## src/rtl/spi_slave_imp.sv

```systemverilog
// spi_slave_imp: SPI mode-0 peripheral endpoint (8-bit frames, MSB first)
// with an OBI register interface.
//   OBI  : obi_req_i/obi_gnt_o address phase; obi_rvalid_o/obi_rdata_o
//          response one cycle after every accepted request.
//          0x0 TXDATA (W), 0x4 RXDATA (R), 0x8 STATUS
//          (bit0 rx_valid, bit1 tx_empty, bit2 busy, bit3 overrun; W1C overrun).
//   SPI  : spi_ss_i/spi_sclk_i/spi_mosi_i are asynchronous and are synchronised
//          here; spi_miso_o is registered and held 0 while deselected.
//   IRQ  : spi_rx_irq_o follows rx_valid.
module spi_slave_imp #(
   parameter int unsigned ADDR_WIDTH   = 32,
   parameter int unsigned DATA_WIDTH   = 32,
   parameter logic [7:0]  TX_IDLE_BYTE = 8'hFF
) (
   input  logic                    clk_i,
   input  logic                    rstn_i,
   input  logic                    obi_req_i,
   output logic                    obi_gnt_o,
   input  logic [ADDR_WIDTH-1:0]   obi_addr_i,
   input  logic [DATA_WIDTH-1:0]   obi_wdata_i,
   input  logic                    obi_we_i,
   input  logic [DATA_WIDTH/8-1:0] obi_be_i,
   output logic                    obi_rvalid_o,
   output logic [DATA_WIDTH-1:0]   obi_rdata_o,
   input  logic                    spi_ss_i,
   input  logic                    spi_sclk_i,
   input  logic                    spi_mosi_i,
   output logic                    spi_miso_o,
   output logic                    spi_rx_irq_o
);

   localparam logic [ADDR_WIDTH-1:0] ADDR_TX = ADDR_WIDTH'(32'h0);
   localparam logic [ADDR_WIDTH-1:0] ADDR_RX = ADDR_WIDTH'(32'h4);
   localparam logic [ADDR_WIDTH-1:0] ADDR_ST = ADDR_WIDTH'(32'h8);

   typedef enum logic {IDLE, ACTIVE} state_t;

   // ---------------- synchronisers ----------------
   // [0] first flop, [1] synchronised value, [2] previous synchronised value.
   // SS resets high so the block comes up deselected and not busy.
   logic [2:0] ss_sr, sclk_sr;
   logic [1:0] mosi_sr;

   always_ff @(posedge clk_i or negedge rstn_i) begin
      if (!rstn_i) begin
         ss_sr   <= 3'b111;
         sclk_sr <= 3'b000;
         mosi_sr <= 2'b00;
      end else begin
         ss_sr   <= {ss_sr[1:0], spi_ss_i};
         sclk_sr <= {sclk_sr[1:0], spi_sclk_i};
         mosi_sr <= {mosi_sr[0], spi_mosi_i};
      end
   end

   logic ss_fall, ss_rise, sclk_rise, sclk_fall, mosi_s, busy;
   assign ss_fall   =  ss_sr[2]   & ~ss_sr[1];
   assign ss_rise   = ~ss_sr[2]   &  ss_sr[1];
   assign sclk_rise = ~sclk_sr[2] &  sclk_sr[1];
   assign sclk_fall =  sclk_sr[2] & ~sclk_sr[1];
   assign mosi_s    =  mosi_sr[1];
   assign busy      = ~ss_sr[1];

   // ---------------- OBI decode ----------------
   logic fire, wr_tx, rd_rx, clr_ovr;
   assign obi_gnt_o = obi_req_i;
   assign fire      = obi_req_i;
   assign wr_tx     = fire &  obi_we_i & (obi_addr_i == ADDR_TX) & obi_be_i[0];
   assign rd_rx     = fire & ~obi_we_i & (obi_addr_i == ADDR_RX);
   assign clr_ovr   = fire &  obi_we_i & (obi_addr_i == ADDR_ST) & obi_be_i[0]
                      & obi_wdata_i[3];

   // ---------------- SPI engine state ----------------
   state_t     state;
   logic [2:0] bit_cnt;
   logic [6:0] tx_shift;   // bits still to go out after the one on miso
   logic [6:0] rx_shift;
   logic [7:0] rx_byte;
   logic [7:0] tx_hold;
   logic       tx_full;
   logic       rx_valid;
   logic       overrun;
   logic       reload;     // 8th rising edge seen; next falling edge loads a frame

   logic       active_ok, byte_done, load, ovr_set;
   logic [7:0] ld_byte;

   // an SS rising edge aborts the frame and masks any coincident sclk edge
   assign active_ok = (state == ACTIVE) & ~ss_rise;
   assign byte_done = active_ok & sclk_rise & (bit_cnt == 3'd7);
   assign load      = ((state == IDLE) & ss_fall) | (active_ok & sclk_fall & reload);
   // load samples the holding register before any same-cycle write lands
   assign ld_byte   = tx_full ? tx_hold : TX_IDLE_BYTE;
   assign ovr_set   = byte_done & rx_valid & ~rd_rx;

   always_ff @(posedge clk_i or negedge rstn_i) begin
      if (!rstn_i) begin
         state      <= IDLE;
         bit_cnt    <= 3'd0;
         tx_shift   <= 7'd0;
         rx_shift   <= 7'd0;
         rx_byte    <= 8'd0;
         tx_hold    <= 8'd0;
         tx_full    <= 1'b0;
         rx_valid   <= 1'b0;
         overrun    <= 1'b0;
         reload     <= 1'b0;
         spi_miso_o <= 1'b0;
      end else begin
         if (wr_tx)          tx_hold <= obi_wdata_i[7:0];
         if (wr_tx)          tx_full <= 1'b1;
         else if (load)      tx_full <= 1'b0;

         if (byte_done)      rx_valid <= 1'b1;
         else if (rd_rx)     rx_valid <= 1'b0;

         if (ovr_set)        overrun <= 1'b1;
         else if (clr_ovr)   overrun <= 1'b0;

         case (state)
            IDLE: begin
               spi_miso_o <= 1'b0;
               if (ss_fall) begin
                  state      <= ACTIVE;
                  tx_shift   <= ld_byte[6:0];
                  spi_miso_o <= ld_byte[7];
                  bit_cnt    <= 3'd0;
                  reload     <= 1'b0;
               end
            end
            ACTIVE: begin
               if (ss_rise) begin
                  state      <= IDLE;
                  bit_cnt    <= 3'd0;
                  reload     <= 1'b0;
                  spi_miso_o <= 1'b0;
               end else begin
                  if (sclk_rise) begin
                     rx_shift <= {rx_shift[5:0], mosi_s};
                     bit_cnt  <= bit_cnt + 3'd1;
                     if (bit_cnt == 3'd7) begin
                        rx_byte <= {rx_shift, mosi_s};
                        reload  <= 1'b1;
                     end
                  end
                  if (sclk_fall) begin
                     if (reload) begin
                        tx_shift   <= ld_byte[6:0];
                        spi_miso_o <= ld_byte[7];
                        reload     <= 1'b0;
                     end else begin
                        tx_shift   <= {tx_shift[5:0], 1'b0};
                        spi_miso_o <= tx_shift[6];
                     end
                  end
               end
            end
            default: state <= IDLE;
         endcase
      end
   end

   assign spi_rx_irq_o = rx_valid;

   // ---------------- OBI response ----------------
   logic [DATA_WIDTH-1:0] rd_mux;

   always_comb begin
      rd_mux = '0;
      if (obi_addr_i == ADDR_RX)      rd_mux = DATA_WIDTH'(rx_byte);
      else if (obi_addr_i == ADDR_ST) rd_mux = DATA_WIDTH'({overrun, busy, ~tx_full, rx_valid});
   end

   logic vld_pipe;

   always_ff @(posedge clk_i or negedge rstn_i) begin
      if (!rstn_i) begin
         vld_pipe    <= 1'b0;
         obi_rdata_o <= '0;
      end else begin
         vld_pipe    <= fire;
         obi_rdata_o <= (fire & ~obi_we_i) ? rd_mux : '0;
      end
   end

   assign obi_rvalid_o = vld_pipe;

   logic unused_bits;
   assign unused_bits = ^{obi_wdata_i[DATA_WIDTH-1:8], obi_be_i[DATA_WIDTH/8-1:1]};

endmodule

```

## config.mk

```make
export PLATFORM = sky130hd
export DESIGN_NAME = spi_slave_imp
export DESIGN_NICKNAME = d
export VERILOG_FILES = /design/src/rtl/spi_slave_imp.sv
export SDC_FILE = /design/constraint.sdc
export NUM_CORES = 1
export LEC_CHECK = 0
export BUFFER_PORTS_ARGS = -buffer_cell sky130_fd_sc_hd__buf_4
export CAP_MARGIN = 20
export CORE_ASPECT_RATIO = 1.5
export CORE_MARGIN = 2
export CORE_UTILIZATION = 30
export DETAILED_ROUTE_END_ITERATION = 10
export GPL_ROUTABILITY_DRIVEN = 0
export GPL_TIMING_DRIVEN = 0
export MAX_ROUTING_LAYER = met4
export PLACE_DENSITY = 0.55
export REMOVE_ABC_BUFFERS = 1
export SLEW_MARGIN = 20
export SYNTH_ARGS = -nofsm -noshare
export SYNTH_HDL_FRONTEND = slang
export SYNTH_SLANG_ARGS = --single-unit
```

## constraint.sdc

```tcl
create_clock -name clk_i -period 2.88 [get_ports clk_i]
set_input_delay 0.864 -clock clk_i [delete_from_list [all_inputs] [get_ports clk_i]]
set_output_delay 0.864 -clock clk_i [all_outputs]
set_load 0.005 [all_outputs]
```

Word level (Yosys, flattened, before mapping)
Cells that the tools add are included.
{"block": "word_totals", "ff_bits": 80, "latch_bits": 0, "ramBits": 0, "mem_bits_ro": 0, "memories": 0}
{"block": "op_classes", "addsub": 1, "n_mul": 0, "div": 0, "order_cmp": 0, "eq_ne": 8, "shifts": 0, "mux": 34, "bitwise": 30, "n_reduce_logical": 8}
{"cell": "two-way mux 32 bit", "count": 2}
{"cell": "equality test 32 x 3 -> 1 bit, second input constant", "count": 1}
{"cell": "equality test 32 x 4 -> 1 bit, second input constant", "count": 1}
{"cell": "logical NOT 32 bit", "count": 1}
{"cell": "two-way mux 7 bit", "count": 4}
{"cell": "AND 1 bit", "count": 20}
{"cell": "two-way mux 1 bit", "count": 18}
{"cell": "case mux 7 bit (2 select lines)", "count": 1}
{"cell": "two-way mux 3 bit", "count": 3}
{"cell": "inverter 1 bit", "count": 9}
{"cell": "two-way mux 8 bit", "count": 1}
{"cell": "inequality test 2 bit, second input constant", "count": 3}
{"cell": "inequality test 3 bit, second input constant", "count": 2}
{"cell": "case mux 1 bit (2 select lines)", "count": 3}
{"cell": "case mux 3 bit (2 select lines)", "count": 1}
{"cell": "AND reduction 3 bit", "count": 2}
{"cell": "nonzero test 2 bit", "count": 3}
{"cell": "two-way mux 4 bit", "count": 1}
{"cell": "AND reduction 4 bit", "count": 1}
{"cell": "adder 3 x 1 -> 3 bit, second input constant", "count": 1}
{"cell": "equality test 3 bit, second input constant", "count": 1}
{"cell": "AND reduction 2 bit", "count": 1}
{"cell": "OR 1 bit", "count": 1}

Longest topological paths before layout
{"block": "logic_depth", "ltp_word": 9, "ltp_mapped": 6, "ltp_nobuf": 4}

Worst setup path after synthesis
OpenSTA, ideal clock, no wires.
{"block": "synth_timing", "path_type": "in2reg", "startpoint": "input obi_addr_i[12]", "endpoint": "register tx_hold[0]", "setup_ps": 125, "t_arrival_ps": 2228, "required_time_ps": 2755, "path_slack_ps": 527, "path_stages": 4, "n_path_buf": 0, "path_cell_list": "nor4_1 > nand4_1 > nor4_4 > mux2_2"}
{"block": "synth_via", "elab_chain_len": 3}
{"element": "from (decl)", "line_no": "19", "source": "input logic [ADDR_WIDTH-1:0] obi_addr_i,"}
{"element": "logical NOT 32 bit", "line_no": "68", "source": "assign wr_tx = fire & obi_we_i & (obi_addr_i == ADDR_TX) & obi_be_i[0];"}
{"element": "AND 1 bit (2 in series)", "line_no": "68"}
{"element": "to (signal assigned)", "line_no": "110", "source": "if (wr_tx) tx_hold <= obi_wdata_i[7:0];"}
{"element": "to (decl)", "line_no": "79", "source": "logic [7:0] tx_hold;"}
Every way passes these cells.
A chain may end at the register's enable or synchronous reset.

Worst setup path in the final report
{"block": "layout_timing", "startpoint": "input obi_addr_i[12]", "endpoint": "register tx_hold[6]"}
The elaborated chain is that of the path after synthesis.

==> results.txt <==
share of synthesized registers carrying an async set or reset = 100%
FP Rows = 40
Yosys top cell by area = dfrtp_1
DR vias = 1668
HP Start = mosi_sr[0]$_DFF_PN0_
top-count cell post-synth = dfrtp_1
n_diodes = 0
final hold vios = 0
DR pass1 iterations = 4
Startpoint Class = input port
Max IR drop VDD = 235 µV
f_max = 406 MHz
CTS Hold Bufs = 0
reg-to-reg slack, setup = 0.72 ns
Post-CTS Setup Bufs = 0
Post-Syn Area per Cell = 12.2 µm²
Warnings, synthesis = 0
gr busiest metal = met2
first-pass GRT wire length = 7860 µm
top post-synthesis cells by count = dfrtp_1 (53), mux2_2 (30), buf_4 (25)
root buf cell = clkbuf_16
fin area = 0.00313 mm²
CTS-repair resized insts = 0
hold path depth = 0
Bufs on Longest Clock Path = 2
crit-path max FO = 9
Clock Skew = 0.00301 ns
num ports = 111
CP arrival = 2.64 ns
Reg clk slew, reported paths = 0.07 ns
GR Layer Usage met3 = 2.73%
reg2reg start = ss_sr[2]$_DFF_PN1_
met2 usage = 19.0%
Endpoint, Worst Hold = mosi_sr[1]$_DFF_PN0_
crit share post-route = 85.4%
DR DRC count = 0
initial antenna violation count = 0
die span in x = 78.7 µm
post-synthesis cell type count = 35
WL/cell = 12.7 µm
synthesis-to-finish area growth = 24.6%
CP Data Required Time = 3.06 ns
pwr/cell area = 580 mW/mm²
R2R cell count = 4
Lkg Pwr = 1.51 nW
layout cells sized above 1 = 39.3%
worst-margin pin slew = 0.700 ns
Die ar. = 0.00913 mm²
post-layout util = 38.8%
Sink Count = 56
core box area = 0.00806 mm²
IO Port Bufs = 59
Mapped Cells = 206
Synth top area share = 52.8%
Setup WS pre-CTS = -0.0139 ns
met1 GRT Util = 12.8%
min Tclk post-route = 2.46 ns
Skew-Pair Late Insertion Delay = 0.29 ns
sequential area share after synthesis = 56.0%
Hold Path Class = flop to flop
worst r2r dst = rx_byte[4]$_DFFE_PN0P_
Initial Util = 31.2%
Synth Register Bits = 56
Starting DRT DRC Count = 93
RSZ-0062 raised after global routing = false
DP Area = 0.00297 mm²
Primary FF master, synth = dfrtp_1
via/cell ratio = 4.48
largest net degree at the start of global routing = 57
Num CTS Buffers = 5
final setup vio count = 0
Die H = 116 µm
Final Max Tran Viols = 0
post-DP HPWL = 3430 µm
nets = 343
Max-slew headroom = 53.3%
CP endpoint kind = flop
PnR worst setup slack = 0.420 ns
H-tree levels = 2
CP max-delay cell = nor4_4
TritonCTS clock tree = built
total routed wirelength = 4730 µm
outcome = finished, final reports clean
CP Cell Sequence = buf_4 -> nor4_1 -> nand4_1 -> nor4_4 -> mux2_2
Detail Route Antenna Nets = 0
Tot GR Track Use = 11.3%
grt ovf = 0
Synth area leaders = dfrtp_1 (53%), mux2_2 (13%), buf_4 (7.5%), dfstp_2 (3.1%), o21ai_0 (2.0%)
max cap viols = 0
Crit Path Category = input port to flop
Netlist Area Pre-Place = 0.00251 mm²
number of synthesized flops with an enable pin = 0
vias in the first global route = 1623
CP max stage delay = 0.68 ns
-- cell usage in the layout (no fill, tap or decap), drive strengths merged, types with 3 or more instances in the layout --
cell type,instances
nand2b,4
conb,24
a21oi,5
inv,10
nor4,8
a22o,4
nand2,7
mux2,30
nand4,3
and2,4
a31oi,3
dfrtp,53
nor2,8
buf,59
clkbuf,6
dfstp,3
o21ai,10
-- registers in the layout (all words and copies together) (netlist names) --
name / count
ss_sr: 3
obi_rdata_o: 8
tx_hold: 8
rx_byte: 8
overrun: 1
rx_shift: 7
spi_miso_o: 1
sclk_sr: 3
state: 1
bit_cnt: 3
obi_rvalid_o: 1
reload: 1
spi_rx_irq_o: 1
tx_full: 1
tx_shift: 7
mosi_sr: 2
-- worst max-delay path by stage --
stage                    from                        to  cells after the start
3_5_place_dp   obi_addr_i[12]  spi_rx_irq_o$_DFFE_PN0P_                      5
2_1_floorplan  obi_addr_i[12]    tx_hold[0]$_DFFE_PN0P_                      4
5_1_grt         obi_addr_i[4]    tx_hold[6]$_DFFE_PN0P_                      5
6_report       obi_addr_i[12]    tx_hold[6]$_DFFE_PN0P_                      5
4_1_cts        obi_addr_i[12]  spi_rx_irq_o$_DFFE_PN0P_                      5
3_3_place_gp   obi_addr_i[21]  obi_rdata_o[7]$_DFF_PN0_                      5
-- cell type report --
cell class                      count  area [µm²]
Clock buffer                        6         139
Clock inverter                      2        15.0
Multi-Input combinational cell    134         957
Timing Repair Buffer               59         443
Sequential cell                    56        1410
Tap cell                          105         131
Fill cell                         803        4930
Inverter                           10        37.5
-- critical path: cells and delay by family --
kind          cells  cell delay [ns]
simple gates      3             1.26
mux               1             0.41
buf+inv           1             0.11
-- power breakdown --
group | switching (W) | internal (W)
Clock | 0.000276 | 0.000346
Combinational | 0.0000986 | 0.000143
Sequential | 0.0000612 | 0.000889
Total | 0.000436 | 0.00138
-- routing by layer --
metal / vias to the layer above / routed length, µm
li1: 797 / -
met1: 822 / 1900
met2: 42 / 2550
met3: 7 / 189
met4: 0 / 83
met5: - / 0
-- through the flow --
step	hold slack [ns]	std cells	power (W)	TNS [ns]
3_3_place_gp	0.336	364	0.00120	-0.0305
5_1_grt	0.362	372	0.00192	0
3_5_place_dp	0.340	364	0.00121	-0.0222
2_1_floorplan	0.331	200	0.00110	0
4_1_cts	0.357	372	0.00184	0
6_report	0.353	372	0.00181	0
-- logic make-up (layout without fill, tap and decap cells) --
logic type,Yosys count,count (layout),share of synthesized area (%)
muxes,31,31,13.9
adders and majority gates,2,2,0.996
buffers and inverters,39,77,9.57
AOI/OAI and AO/OA,30,30,8.02
and+or+nand+nor,47,47,11.5
DFF,56,56,56.0
other,1,24,0.149
Power figures use the tool's default switching activity.
